<file path="config.mk">
export PLATFORM = sky130hd
export DESIGN_NAME = rr_mux_arbiter
export DESIGN_NICKNAME = d
export VERILOG_FILES = /design/src/rtl/rr_mux_arbiter_pkg.sv /design/src/rtl/mux_param.sv /design/src/rtl/rr_pick.sv /design/src/rtl/rr_mux_arbiter.sv
export SDC_FILE = /design/constraint.sdc
export NUM_CORES = 1
export LEC_CHECK = 0
export ABC_AREA = 0
export CAP_MARGIN = 20
export CORE_UTILIZATION = 39
export CTS_BUF_LIST = sky130_fd_sc_hd__clkbuf_8
export CTS_CLUSTER_DIAMETER = 150
export CTS_CLUSTER_SIZE = 40
export DETAILED_ROUTE_END_ITERATION = 10
export GPL_TIMING_DRIVEN = 0
export PLACE_DENSITY = 0.88
export SLEW_MARGIN = 15
export SYNTH_ARGS = -nofsm -noshare
export SYNTH_HDL_FRONTEND = slang
export SYNTH_SLANG_ARGS = --single-unit
</file>
<file path="constraint.sdc">
create_clock -name clk -period 2.35 [get_ports clk]
set_input_delay 0.235 -clock clk [delete_from_list [all_inputs] [get_ports clk]]
set_output_delay 0.235 -clock clk [all_outputs]
set_load 0.05 [all_outputs]
</file>
<file path="src/rtl/rr_mux_arbiter_pkg.sv">
// Shared definitions for the round-robin packet-locked arbiter.
package rr_mux_arbiter_pkg;

    typedef enum logic {
        StIdle = 1'b0,
        StLock = 1'b1
    } state_e;

    // Successor of idx in a ring of size entries; the ring is SIZE long, not 2^BITS.
    function automatic int unsigned wrap_inc(input int unsigned idx, input int unsigned size);
        return (idx == size - 1) ? 32'd0 : idx + 32'd1;
    endfunction

endpackage

</file>
<file path="src/rtl/mux_param.sv">
// Parameterised SIZE:1 mux over packed WIDTH-bit slices; out-of-range selects give zero.
module mux_param #(
    parameter int unsigned BITS  = 2,
    parameter int unsigned SIZE  = 4,
    parameter int unsigned WIDTH = 32
) (
    input  logic [BITS-1:0]       sel_i,
    input  logic [SIZE*WIDTH-1:0] data_i,
    output logic [WIDTH-1:0]      data_o
);

    always_comb begin
        data_o = '0;
        for (int unsigned i = 0; i < SIZE; i++) begin
            if (sel_i == BITS'(i)) begin
                data_o = data_i[WIDTH*i +: WIDTH];
            end
        end
    end

endmodule

</file>
<file path="src/rtl/rr_pick.sv">
// Rotate-priority picker: first set request scanning ptr, ptr+1, ... modulo SIZE.
module rr_pick #(
    parameter int unsigned BITS = 2,
    parameter int unsigned SIZE = 4
) (
    input  logic [SIZE-1:0] req_i,
    input  logic [BITS-1:0] ptr_i,
    output logic [BITS-1:0] winner_o,
    output logic            any_o
);

    always_comb begin
        int unsigned idx;
        idx      = 0;
        winner_o = '0;
        any_o    = 1'b0;
        for (int unsigned k = 0; k < SIZE; k++) begin
            idx = (32'(ptr_i) + k) % SIZE;
            for (int unsigned i = 0; i < SIZE; i++) begin
                if (!any_o && idx == i && req_i[i]) begin
                    any_o    = 1'b1;
                    winner_o = BITS'(i);
                end
            end
        end
    end

endmodule

</file>
<file path="src/rtl/rr_mux_arbiter.sv">
// Round-robin arbiter that locks the grant for a whole packet and feeds a
// one-entry registered output stage.
module rr_mux_arbiter
    import rr_mux_arbiter_pkg::*;
#(
    parameter int unsigned BITS  = 2,
    parameter int unsigned SIZE  = 4,
    parameter int unsigned WIDTH = 32
) (
    input  logic                  clk,
    input  logic                  rst_n,
    input  logic [SIZE-1:0]       req_valid,
    input  logic [SIZE-1:0]       req_last,
    input  logic [SIZE*WIDTH-1:0] req_data,
    output logic [SIZE-1:0]       req_ready,
    output logic                  out_valid,
    output logic                  out_last,
    output logic [WIDTH-1:0]      out_data,
    output logic [BITS-1:0]       out_src,
    input  logic                  out_ready,
    output logic                  busy
);

    state_e            state_q, state_d;
    logic [BITS-1:0]   grant_q, grant_d;
    logic [BITS-1:0]   ptr_q, ptr_d;
    logic [BITS-1:0]   out_src_q, out_src_d;
    logic [WIDTH-1:0]  out_data_q, out_data_d;
    logic              out_valid_q, out_valid_d;
    logic              out_last_q, out_last_d;

    logic [BITS-1:0]   winner;
    logic              any_valid;
    logic [WIDTH-1:0]  mux_data;
    logic              can_load;
    logic              grant_valid;
    logic              grant_last;
    logic              accept;

    rr_pick #(
        .BITS (BITS),
        .SIZE (SIZE)
    ) u_pick (
        .req_i    (req_valid),
        .ptr_i    (ptr_q),
        .winner_o (winner),
        .any_o    (any_valid)
    );

    mux_param #(
        .BITS  (BITS),
        .SIZE  (SIZE),
        .WIDTH (WIDTH)
    ) u_mux (
        .sel_i  (grant_q),
        .data_i (req_data),
        .data_o (mux_data)
    );

    assign can_load = !out_valid_q || out_ready;

    always_comb begin
        grant_valid = 1'b0;
        grant_last  = 1'b0;
        for (int unsigned i = 0; i < SIZE; i++) begin
            if (grant_q == BITS'(i)) begin
                grant_valid = req_valid[i];
                grant_last  = req_last[i];
            end
        end
    end

    always_comb begin
        state_d    = state_q;
        grant_d    = grant_q;
        ptr_d      = ptr_q;
        out_src_d  = out_src_q;
        out_data_d = out_data_q;
        out_last_d = out_last_q;
        out_valid_d = out_valid_q;
        req_ready  = '0;
        accept     = 1'b0;

        // Drain first so a same-cycle load below overrides it.
        if (out_valid_q && out_ready) begin
            out_valid_d = 1'b0;
        end

        unique case (state_q)
            StIdle: begin
                if (any_valid) begin
                    grant_d = winner;
                    state_d = StLock;
                end
            end
            StLock: begin
                for (int unsigned i = 0; i < SIZE; i++) begin
                    if (grant_q == BITS'(i)) begin
                        req_ready[i] = can_load;
                    end
                end
                accept = grant_valid && can_load;
                if (accept) begin
                    out_data_d  = mux_data;
                    out_last_d  = grant_last;
                    out_src_d   = grant_q;
                    out_valid_d = 1'b1;
                    if (grant_last) begin
                        ptr_d   = BITS'(wrap_inc(32'(grant_q), SIZE));
                        state_d = StIdle;
                    end
                end
            end
        endcase
    end

    always_ff @(posedge clk or negedge rst_n) begin
        if (!rst_n) begin
            state_q     <= StIdle;
            grant_q     <= '0;
            ptr_q       <= '0;
            out_src_q   <= '0;
            out_data_q  <= '0;
            out_last_q  <= 1'b0;
            out_valid_q <= 1'b0;
        end else begin
            state_q     <= state_d;
            grant_q     <= grant_d;
            ptr_q       <= ptr_d;
            out_src_q   <= out_src_d;
            out_data_q  <= out_data_d;
            out_last_q  <= out_last_d;
            out_valid_q <= out_valid_d;
        end
    end

    assign out_valid = out_valid_q;
    assign out_last  = out_last_q;
    assign out_data  = out_data_q;
    assign out_src   = out_src_q;
    assign busy      = (state_q == StLock);

endmodule

</file>
==> report_table.html, run 1 <==
<table>
<tr><th>Metric</th><th>Value</th></tr>
<tr><th colspan="2">Pwr</th></tr>
<tr><td>Max VDD drop</td><td>~0.76 mV</td></tr>
<tr><td>Sequential Power Share</td><td>about 17%</td></tr>
<tr><td>Power dissipated by switching net loads</td><td>about 0.0037 W</td></tr>
<tr><td>Sw Ratio</td><td>between 40% and 50%</td></tr>
<tr><td>Proportion of power drawn by combinational gates</td><td>75.1%</td></tr>
<tr><td>Internal</td><td>0.00398 W</td></tr>
<tr><td>Static power due to leakage</td><td>2.14 nW</td></tr>
<tr><td>Part of the total power dissipated in the clock network</td><td>under 10%</td></tr>
<tr><td>PD cells</td><td>~1500 nW/um^2</td></tr>
<tr><th colspan="2">Worst setup path</th></tr>
<tr><td>Bufs and invs on worst path</td><td>3</td></tr>
<tr><td>Chain of cells forming the critical path</td><td>ha_1 &gt; buf_2 &gt; clkbuf_4 &gt; and3_1 &gt; clkdlybuf4s15_2</td></tr>
<tr><td>Critical register-to-register path startpoint</td><td>grant_q[1]$_DFFE_PN0P_</td></tr>
<tr><td>Element type at the critical path end</td><td>output port</td></tr>
<tr><td>Largest driver fanout on the critical path</td><td>19</td></tr>
<tr><td>Worst Path Required</td><td>approximately 2100 ps</td></tr>
<tr><td>R2R depth</td><td>9</td></tr>
<tr><td>Logic depth of the worst path, buffers included</td><td>5</td></tr>
<tr><td>Worst reg2reg path endpoint</td><td>out_data[30]$_DFFE_PN0P_</td></tr>
<tr><td>Category of the worst setup path launch point</td><td>flip-flop</td></tr>
<tr><td>Arrival time reported for the critical path endpoint</td><td>just under 2000 ps</td></tr>
<tr><td>Crit-path max cell delay</td><td>about 430 ps</td></tr>
<tr><td>Reg2reg setup slack</td><td>160 ps</td></tr>
<tr><td>Critical path type</td><td>flip-flop to output port</td></tr>
<tr><td>Slowest stage cell, crit path</td><td>dfrtp_1</td></tr>
<tr><td>CP top delay family</td><td>buffers and inverters</td></tr>
<tr><th colspan="2">Global routing</th></tr>
<tr><td>Total grt overflow</td><td>0</td></tr>
<tr><td>Via count of the first global-routing pass</td><td>~3,200</td></tr>
<tr><td>Maximum number of pins on one net before global-route repair</td><td>24</td></tr>
<tr><td>Number of antenna violations at the first check in global routing</td><td>0</td></tr>
<tr><td>Wire length of the first global-routing pass</td><td>around 16,000 um</td></tr>
<tr><td>GRT Util Overall</td><td>roughly a quarter</td></tr>
<tr><th colspan="2">Placement</th></tr>
<tr><td>Final HPWL from detailed placement</td><td>just under 9000 um</td></tr>
<tr><td># placed instances</td><td>600</td></tr>
<tr><td>Last weighted congestion value of the routability-driven placer</td><td>roughly 0.92</td></tr>
<tr><td>Post-DP Area</td><td>between 4000 and 5000 um^2</td></tr>
<tr><td>Buffers added on ports</td><td>179</td></tr>
<tr><th colspan="2">Cells and area</th></tr>
<tr><td>Relative area change from synthesis to final layout</td><td>70.7%</td></tr>
<tr><td>Count of antenna diodes in the layout</td><td>0</td></tr>
<tr><td>Count of nets after finishing</td><td>around 650</td></tr>
<tr><td>Non-filler instance count after layout</td><td>just over 600</td></tr>
<tr><td>Share of post-route cells with drive strength above 1</td><td>between 10% and 20%</td></tr>
<tr><td>Leading cell type in the layout, fill and taps excluded</td><td>clkdlybuf4s50_1</td></tr>
<tr><td>Commonest non-fill, non-tap cells in the layout</td><td>clkdlybuf4s50_1 (174), dfrtp_1 (41), a21oi_1 (39), nand2_1 (33), inv_1 (26)</td></tr>
<tr><td>Filler cells</td><td>slightly below 600</td></tr>
<tr><td>Cell area after layout</td><td>around 5000 um^2</td></tr>
<tr><th colspan="2">STA</th></tr>
<tr><td>Skew final</td><td>just under 6 ps</td></tr>
<tr><td>Post-Route Setup TNS</td><td>0 ps</td></tr>
<tr><td>Final Critical Period</td><td>around 2200 ps</td></tr>
<tr><td>Worst slew pin tran</td><td>about 550 ps</td></tr>
<tr><td>Final count of negative-setup-slack endpoints</td><td>0</td></tr>
<tr><td>Unrepaired setup endpoints after global routing</td><td>no</td></tr>
<tr><td>Final Max Tran Viols</td><td>0</td></tr>
<tr><td>Highest clock rate</td><td>about 450 MHz</td></tr>
<tr><td>Final hold violation count</td><td>0</td></tr>
<tr><td>Headroom to the max-slew limit</td><td>63.1%</td></tr>
<tr><td>Part of the cycle the worst path needs</td><td>94.7%</td></tr>
<tr><td>Worst Hold Slack</td><td>~450 ps</td></tr>
<tr><th colspan="2">Clocking</th></tr>
<tr><td>Root buffer selected by CTS</td><td>clkbuf_8</td></tr>
<tr><td>Clock transition time at the flip-flop clock pins of the worst setup and hold paths</td><td>~80 ps</td></tr>
<tr><td>Bufs on Longest Clock Path</td><td>2</td></tr>
<tr><td>H-tree lvl count</td><td>2</td></tr>
<tr><td>Sinks on Clock Net</td><td>between 40 and 50</td></tr>
<tr><td>Later-pin clock latency in the skew report</td><td>a little under 300 ps</td></tr>
<tr><td>Num CTS Buffers</td><td>5</td></tr>
<tr><td>Clock tree from TritonCTS</td><td>yes</td></tr>
<tr><th colspan="2">Logic synthesis</th></tr>
<tr><td>Flip-flop and latch count after synthesis</td><td>between 40 and 50</td></tr>
<tr><td>Number of nets in the synthesized netlist</td><td>roughly 460</td></tr>
<tr><td>Post-synthesis cell count</td><td>around 320</td></tr>
<tr><td>Total standard cell area after synthesis</td><td>between 2000 and 3000 um^2</td></tr>
<tr><td>Yosys synthesis warning count</td><td>0</td></tr>
<tr><td>Synth cell types</td><td>37</td></tr>
<tr><td>Fraction of the yosys area taken by sequential cells</td><td>about a third</td></tr>
<tr><td>Post-Synthesis Mean Instance Area</td><td>between 9 and 10 um^2</td></tr>
<tr><th colspan="2">Detailed routing</th></tr>
<tr><td>Routed wire length</td><td>~11,000 um</td></tr>
<tr><td>Count of TritonRoute iterations in the first routing pass</td><td>4</td></tr>
<tr><td>First DRT Iteration DRCs</td><td>between 100 and 150</td></tr>
<tr><td>Post-detailed-route wirelength per cell</td><td>approximately 18 um</td></tr>
<tr><td>Via-to-Cell Ratio</td><td>5.41</td></tr>
<tr><td>Number of nets with antenna violations after detailed routing</td><td>0</td></tr>
<tr><td>Via count of the routed design</td><td>~3,300</td></tr>
<tr><td>Number of remaining DRC errors</td><td>0</td></tr>
<tr><th colspan="2">Die</th></tr>
<tr><td>Starting Density</td><td>~40%</td></tr>
<tr><td>I/O pin total</td><td>180</td></tr>
<tr><td>Standard-cell rows</td><td>31</td></tr>
<tr><td>Core box area</td><td>~7300 um^2</td></tr>
<tr><td>Die boundary width</td><td>around 90 um</td></tr>
<tr><td>Die ar.</td><td>slightly below 8000 um^2</td></tr>
<tr><td>Chip height</td><td>around 89 um</td></tr>
<tr><th colspan="2">Hold path</th></tr>
<tr><td>Classification of the worst-slack hold path</td><td>primary input to async pin</td></tr>
<tr><th colspan="2">Run</th></tr>
<tr><td>Count of max-cap constraint violations</td><td>0</td></tr>
<tr><th colspan="2">Status</th></tr>
<tr><td>Outcome</td><td>complete, no violations</td></tr>
</table>
layer usage:
layer	wire length [um]	part of all wire, %	GRT usage, %	vias to the layer above
met5	0	0	0	-
met4	153	1.4	9.09	0
met3	760	6.8	5.82	14
met2	5810	52	48.8	135
met1	4410	40	31.1	1601
li1	-	-	-	1543
synthesized netlist by cell type:
| master | count | area [um^2] |
|---|---|---|
| dfrtp_1 | 41 | 1030 |
| a21oi_1 | 39 | 195 |
| nand2_1 | 33 | 124 |
| inv_1 | 26 | 97.6 |
| o21ai_0 | 22 | 110 |
| mux2_4 | 20 | 300 |
| a22o_1 | 18 | 158 |
| nor2b_1 | 17 | 106 |
| a221oi_1 | 14 | 123 |
| o31ai_1 | 14 | 105 |
| clkbuf_1 | 13 | 48.8 |
| buf_2 | 8 | 40.0 |
| mux2_1 | 8 | 90.1 |
| mux2_2 | 7 | 78.8 |
| and3_1 | 4 | 25.0 |
| ha_1 | 4 | 50.1 |
| nor2_1 | 4 | 15.0 |
| and2_1 | 3 | 18.8 |
| nand3b_1 | 3 | 22.5 |
| o221ai_1 | 3 | 26.3 |
| a211o_1 | 2 | 17.5 |
| buf_1 | 2 | 7.51 |
| buf_12 | 2 | 40.0 |
| a211oi_1 | 1 | 7.51 |
| a21boi_0 | 1 | 7.51 |
| a21o_1 | 1 | 7.51 |
| a21oi_2 | 1 | 8.76 |
| a221oi_2 | 1 | 15.0 |
| buf_4 | 1 | 7.51 |
| buf_6 | 1 | 11.3 |
| buf_8 | 1 | 15.0 |
| nand2b_1 | 1 | 6.26 |
| nor4_1 | 1 | 6.26 |
| o2111ai_1 | 1 | 8.76 |
| o211ai_1 | 1 | 7.51 |
| o21a_1 | 1 | 7.51 |
| o31a_1 | 1 | 8.76 |
metrics by stage:
stage / setup slack (ps) / utilization [%] / total power [W]
2_1_floorplan: 381 / - / 0.00531
3_5_place_dp: -450 / 67.0 / 0.00700
3_3_place_gp: -396 / 66.7 / 0.00684
4_1_cts: 16.2 / 68.8 / 0.00761
6_report: 124 / 69.1 / 0.00765
5_1_grt: 15.4 / 69.1 / 0.00806
state kept, by name, indices dropped and copies added (netlist names):
name and cells:
out_data 32, grant_q 2, out_src 2, ptr_q 2
busy 1, out_last 1, out_valid 1
power groups by stage:
| stage | Sequential, W | Clock (W) | Combinational [W] |
|---|---|---|---|
| 3_5_place_dp | 0.00131 | 0 | 0.00569 |
| 3_3_place_gp | 0.00129 | 0 | 0.00555 |
| 4_1_cts | 0.00130 | 0.000611 | 0.00569 |
| 5_1_grt | 0.00134 | 0.000642 | 0.00608 |
| 2_1_floorplan | 0.00234 | 0 | 0.00297 |
| 6_report | 0.00131 | 0.000600 | 0.00574 |
logic make-up (layout without fill, tap and decap cells):
family / Yosys count / in the layout / share of synthesized area [%]
muxes: 35 / 35 / 15.9
and+or+nand+nor: 66 / 66 / 11.0
buffers and inverters: 54 / 243 / 9.08
AOI/OAI and AO/OA: 121 / 121 / 27.6
DFF: 41 / 41 / 34.8
adders and majority gates: 4 / 4 / 1.70
layout make-up:
type	count	area [um^2]	share of cell area, %
multi-input cells	226	1660	33.0
plain buffers	27	176	3.50
inverters	26	97.6	1.94
clock buffers	6	82.6	1.64
flip-flops and latches	41	1030	20.4
repair buffers	182	1830	36.3
clock inverters	2	37.5	0.745
well taps	99	124	2.46
repair_timing:
action | in CTS | in global routing
setup endpoints to repair | 4 | 15
hold buffers | 1 | 0
pin swaps | 0 | 1
resized for setup | 15 | 8
endpoints found under the hold margin | 18 | 0
setup buffers | 0 | 1
how the worst max path moves through the flow:
stage | start | to | slack, ps
after global routing | grant_q[0]$_DFFE_PN0P_ | req_ready[2] | 20
after CTS | grant_q[1]$_DFFE_PN0P_ | req_ready[1] | 20
final | grant_q[0]$_DFFE_PN0P_ | req_ready[3] | 120
after detailed placement | grant_q[0]$_DFFE_PN0P_ | req_ready[3] | -450
after floorplan | grant_q[1]$_DFFE_PN0P_ | out_data[23]$_DFFE_PN0P_ | 380
after global placement | grant_q[0]$_DFFE_PN0P_ | req_ready[3] | -400
worst reg2reg max path: stages (launching register included):
cell,delay [ps]
dfrtp_1,420
inv_1,120
ha_1,170
buf_4,190
a21oi_2,80
a221oi_2,280
o21a_1,180
buf_6,160
buf_8,160
mux2_1,330
Note: power is estimated with default switching activity, not from simulation.
==> run 2, diff against run 1 <==
- CORE_UTILIZATION: 39 -> 50
- DONT_BUFFER_PORTS: default -> 1
- PLACE_DENSITY: 0.88 -> 0.69
==> run 2 against run 1 <==
Against the previous run: wire length decreased by 21%; combinational power decreased by 36%; worst setup slack got worse by 5.1 ps; power decreased by 14%; die area decreased by 22%; clock power decreased by 22%; sequential power increased by 85%; final cell count decreased by 34%; flip-flop and latch count unchanged; clock skew increased by 0.58 ps; global-route usage increased by 1.0 points; critical endpoint is now req_ready[2]; largest cell class is now multi-input combinational cells.
==> report_table.html, run 2 (same netlist as run 1, synthesis figures left out) <==
<table>
<tr><th>Metric</th><th>Value</th></tr>
<tr><th colspan="2">Die</th></tr>
<tr><td>Core box area</td><td>around 5600 um^2</td></tr>
<tr><td>Standard-cell rows</td><td>27</td></tr>
<tr><td>Die boundary width</td><td>slightly below 80 um</td></tr>
<tr><td>Die ar.</td><td>roughly 6200 um^2</td></tr>
<tr><td>Chip height</td><td>~80 um</td></tr>
<tr><td>I/O pin total</td><td>180</td></tr>
<tr><td>Starting Density</td><td>a little over half</td></tr>
<tr><th colspan="2">Global routing</th></tr>
<tr><td>Total grt overflow</td><td>0</td></tr>
<tr><td>Wire length of the first global-routing pass</td><td>13,000 um</td></tr>
<tr><td>Via count of the first global-routing pass</td><td>~2,500</td></tr>
<tr><td>Maximum number of pins on one net before global-route repair</td><td>42</td></tr>
<tr><td>GRT Util Overall</td><td>around 28%</td></tr>
<tr><td>Number of antenna violations at the first check in global routing</td><td>0</td></tr>
<tr><th colspan="2">Clocking</th></tr>
<tr><td>Clock tree from TritonCTS</td><td>yes</td></tr>
<tr><td>Bufs on Longest Clock Path</td><td>2</td></tr>
<tr><td>Later-pin clock latency in the skew report</td><td>a little under 300 ps</td></tr>
<tr><td>Num CTS Buffers</td><td>5</td></tr>
<tr><td>Sinks on Clock Net</td><td>between 40 and 50</td></tr>
<tr><td>Clock transition time at the flip-flop clock pins of the worst setup and hold paths</td><td>roughly 80 ps</td></tr>
<tr><td>H-tree lvl count</td><td>2</td></tr>
<tr><td>Root buffer selected by CTS</td><td>clkbuf_8</td></tr>
<tr><th colspan="2">Worst setup path</th></tr>
<tr><td>Element type at the critical path end</td><td>output port</td></tr>
<tr><td>Critical register-to-register path startpoint</td><td>grant_q[0]$_DFFE_PN0P_</td></tr>
<tr><td>Arrival time reported for the critical path endpoint</td><td>about 2000 ps</td></tr>
<tr><td>Critical path type</td><td>flip-flop to output port</td></tr>
<tr><td>Category of the worst setup path launch point</td><td>flip-flop</td></tr>
<tr><td>Largest driver fanout on the critical path</td><td>10</td></tr>
<tr><td>Worst Path Required</td><td>2120 ps</td></tr>
<tr><td>Crit. Startpoint</td><td>grant_q[0]$_DFFE_PN0P_</td></tr>
<tr><th colspan="2">Hold path</th></tr>
<tr><td>Hold_sp</td><td>req_valid[3]</td></tr>
<tr><td>Classification of the worst-slack hold path</td><td>primary input to flip-flop</td></tr>
<tr><th colspan="2">Detailed routing</th></tr>
<tr><td>Routed wire length</td><td>about 8800 um</td></tr>
<tr><td>Post-detailed-route wirelength per cell</td><td>21.9 um</td></tr>
<tr><td>Number of remaining DRC errors</td><td>0</td></tr>
<tr><td>Via-to-Cell Ratio</td><td>approximately 6.4</td></tr>
<tr><td>First DRT Iteration DRCs</td><td>99</td></tr>
<tr><td>Number of nets with antenna violations after detailed routing</td><td>0</td></tr>
<tr><td>Via count of the routed design</td><td>approximately 2,600</td></tr>
<tr><td>Count of TritonRoute iterations in the first routing pass</td><td>4</td></tr>
<tr><th colspan="2">Placement</th></tr>
<tr><td>Final HPWL from detailed placement</td><td>6490 um</td></tr>
<tr><td>Last weighted congestion value of the routability-driven placer</td><td>between 0.8 and 0.9</td></tr>
<tr><td>Buffers added on ports</td><td>0</td></tr>
<tr><td>Post-Place Setup Slack</td><td>between 50 and 60 ps</td></tr>
<tr><th colspan="2">Cells and area</th></tr>
<tr><td>Count of nets after finishing</td><td>around 470</td></tr>
<tr><td>Leading cell type in the layout, fill and taps excluded</td><td>dfrtp_1</td></tr>
<tr><td>Filler cells</td><td>approximately 530</td></tr>
<tr><td>Max FFs per register</td><td>32</td></tr>
<tr><td>Relative area change from synthesis to final layout</td><td>7.97%</td></tr>
<tr><td>Share of post-route cells with drive strength above 1</td><td>~17%</td></tr>
<tr><td>Commonest non-fill, non-tap cells in the layout</td><td>dfrtp_1 (41), a21oi_1 (39), nand2_1 (33), inv_1 (27), o21ai_0 (22)</td></tr>
<tr><td>Count of antenna diodes in the layout</td><td>0</td></tr>
<tr><th colspan="2">STA</th></tr>
<tr><td>Unrepaired setup endpoints after global routing</td><td>no</td></tr>
<tr><td>Worst path setup slack after routing</td><td>~120 ps</td></tr>
<tr><td>Final Critical Period</td><td>about 2200 ps</td></tr>
<tr><td>Skew final</td><td>6.40 ps</td></tr>
<tr><td>Part of the cycle the worst path needs</td><td>a little over nine tenths</td></tr>
<tr><td>Final Max Tran Viols</td><td>0</td></tr>
<tr><td>Final hold violation count</td><td>0</td></tr>
<tr><td>Worst slew pin tran</td><td>665 ps</td></tr>
<tr><td>Final count of negative-setup-slack endpoints</td><td>0</td></tr>
<tr><td>Headroom to the max-slew limit</td><td>around 56%</td></tr>
<tr><td>Highest clock rate</td><td>448 MHz</td></tr>
<tr><td>Post-Route Setup TNS</td><td>0 ps</td></tr>
<tr><th colspan="2">Pwr</th></tr>
<tr><td>Static power due to leakage</td><td>between 1 and 1.5 nW</td></tr>
<tr><td>Max VDD drop</td><td>about 1.1 mV</td></tr>
<tr><td>PD cells</td><td>slightly above 2000 nW/um^2</td></tr>
<tr><th colspan="2">Run</th></tr>
<tr><td>Count of max-cap constraint violations</td><td>0</td></tr>
<tr><th colspan="2">Status</th></tr>
<tr><td>Outcome</td><td>complete, no violations</td></tr>
</table>
run 2: cell count changes in the layout (fill, tap and decap cells not counted), moves of 2 or more:
cell             delta
and3_1              -4
and3_2              +3
clkbuf_1            +2
clkbuf_2            -2
clkbuf_4            -2
clkdlybuf4s15_2     -3
clkdlybuf4s50_1   -174
run 2: metrics by stage:
step           total power, W  utilization, %  hold slack (ps)  std cells  instance area [um^2]
2_1_floorplan         0.00531               -            -60.6        321                  2950
3_3_place_gp          0.00598            54.2            -59.8        393                  3040
3_5_place_dp          0.00607            54.2            -59.6        393                  3040
4_1_cts               0.00656            56.4              183        401                  3160
5_1_grt               0.00700            56.8              185        402                  3190
6_report              0.00659            56.8              185        402                  3190
run 2: power breakdown:
| part | internal [W] | switching (W) |
|---|---|---|
| clock | 0.000229 | 0.000238 |
| combinational | 0.00183 | 0.00187 |
| sequential | 0.00105 | 0.00138 |
| total | 0.00311 | 0.00348 |
run 2: metal layers:
metal	GRT usage [%]	up-vias	routed length, um
met3	8.51	8	711
met2	49.7	131	4440
met1	32.7	1251	3570
met4	5.82	0	59
li1	-	1176	-
met5	0	-	0
run 2: what timing repair did:
action	in CTS	in global routing
pin swaps	0	1
buffers inserted	0	1
hold buffers	2	0
gates resized for setup	2	5
endpoints found under the setup margin	2	15
endpoints found under the hold margin	41	0
run 2: layout make-up:
| class | instances | area, um^2 | area share [%] |
|---|---|---|---|
| timing repair buffer | 3 | 45.0 | 1.41 |
| clock buffer | 6 | 82.6 | 2.59 |
| tap | 72 | 90.1 | 2.83 |
| inverter | 26 | 97.6 | 3.06 |
| buffer | 27 | 166 | 5.22 |
| clock inverter | 1 | 3.75 | 0.118 |
| multi-input combinational | 226 | 1670 | 52.6 |
| sequential | 41 | 1030 | 32.2 |
run 2: final timing paths:
path	endpoint	slack (ps)	depth (start not counted)
max in group asynchronous	busy$_DFF_PN0_	1690	2
hold reg to reg	out_src[1]$_DFFE_PN0P_	590	1
min in group asynchronous	out_data[11]$_DFFE_PN0P_	450	2
setup reg to reg	out_data[28]$_DFFE_PN0P_	170	6
hold / removal	busy$_DFF_PN0_	190	2
setup / recovery	req_ready[2]	120	5
run 2: critical path: stages, from the launching register on:
cell and delay [ps]:
dfrtp_1 430, inv_1 120, ha_1 290, buf_2 260, buf_2 270, and3_4 330
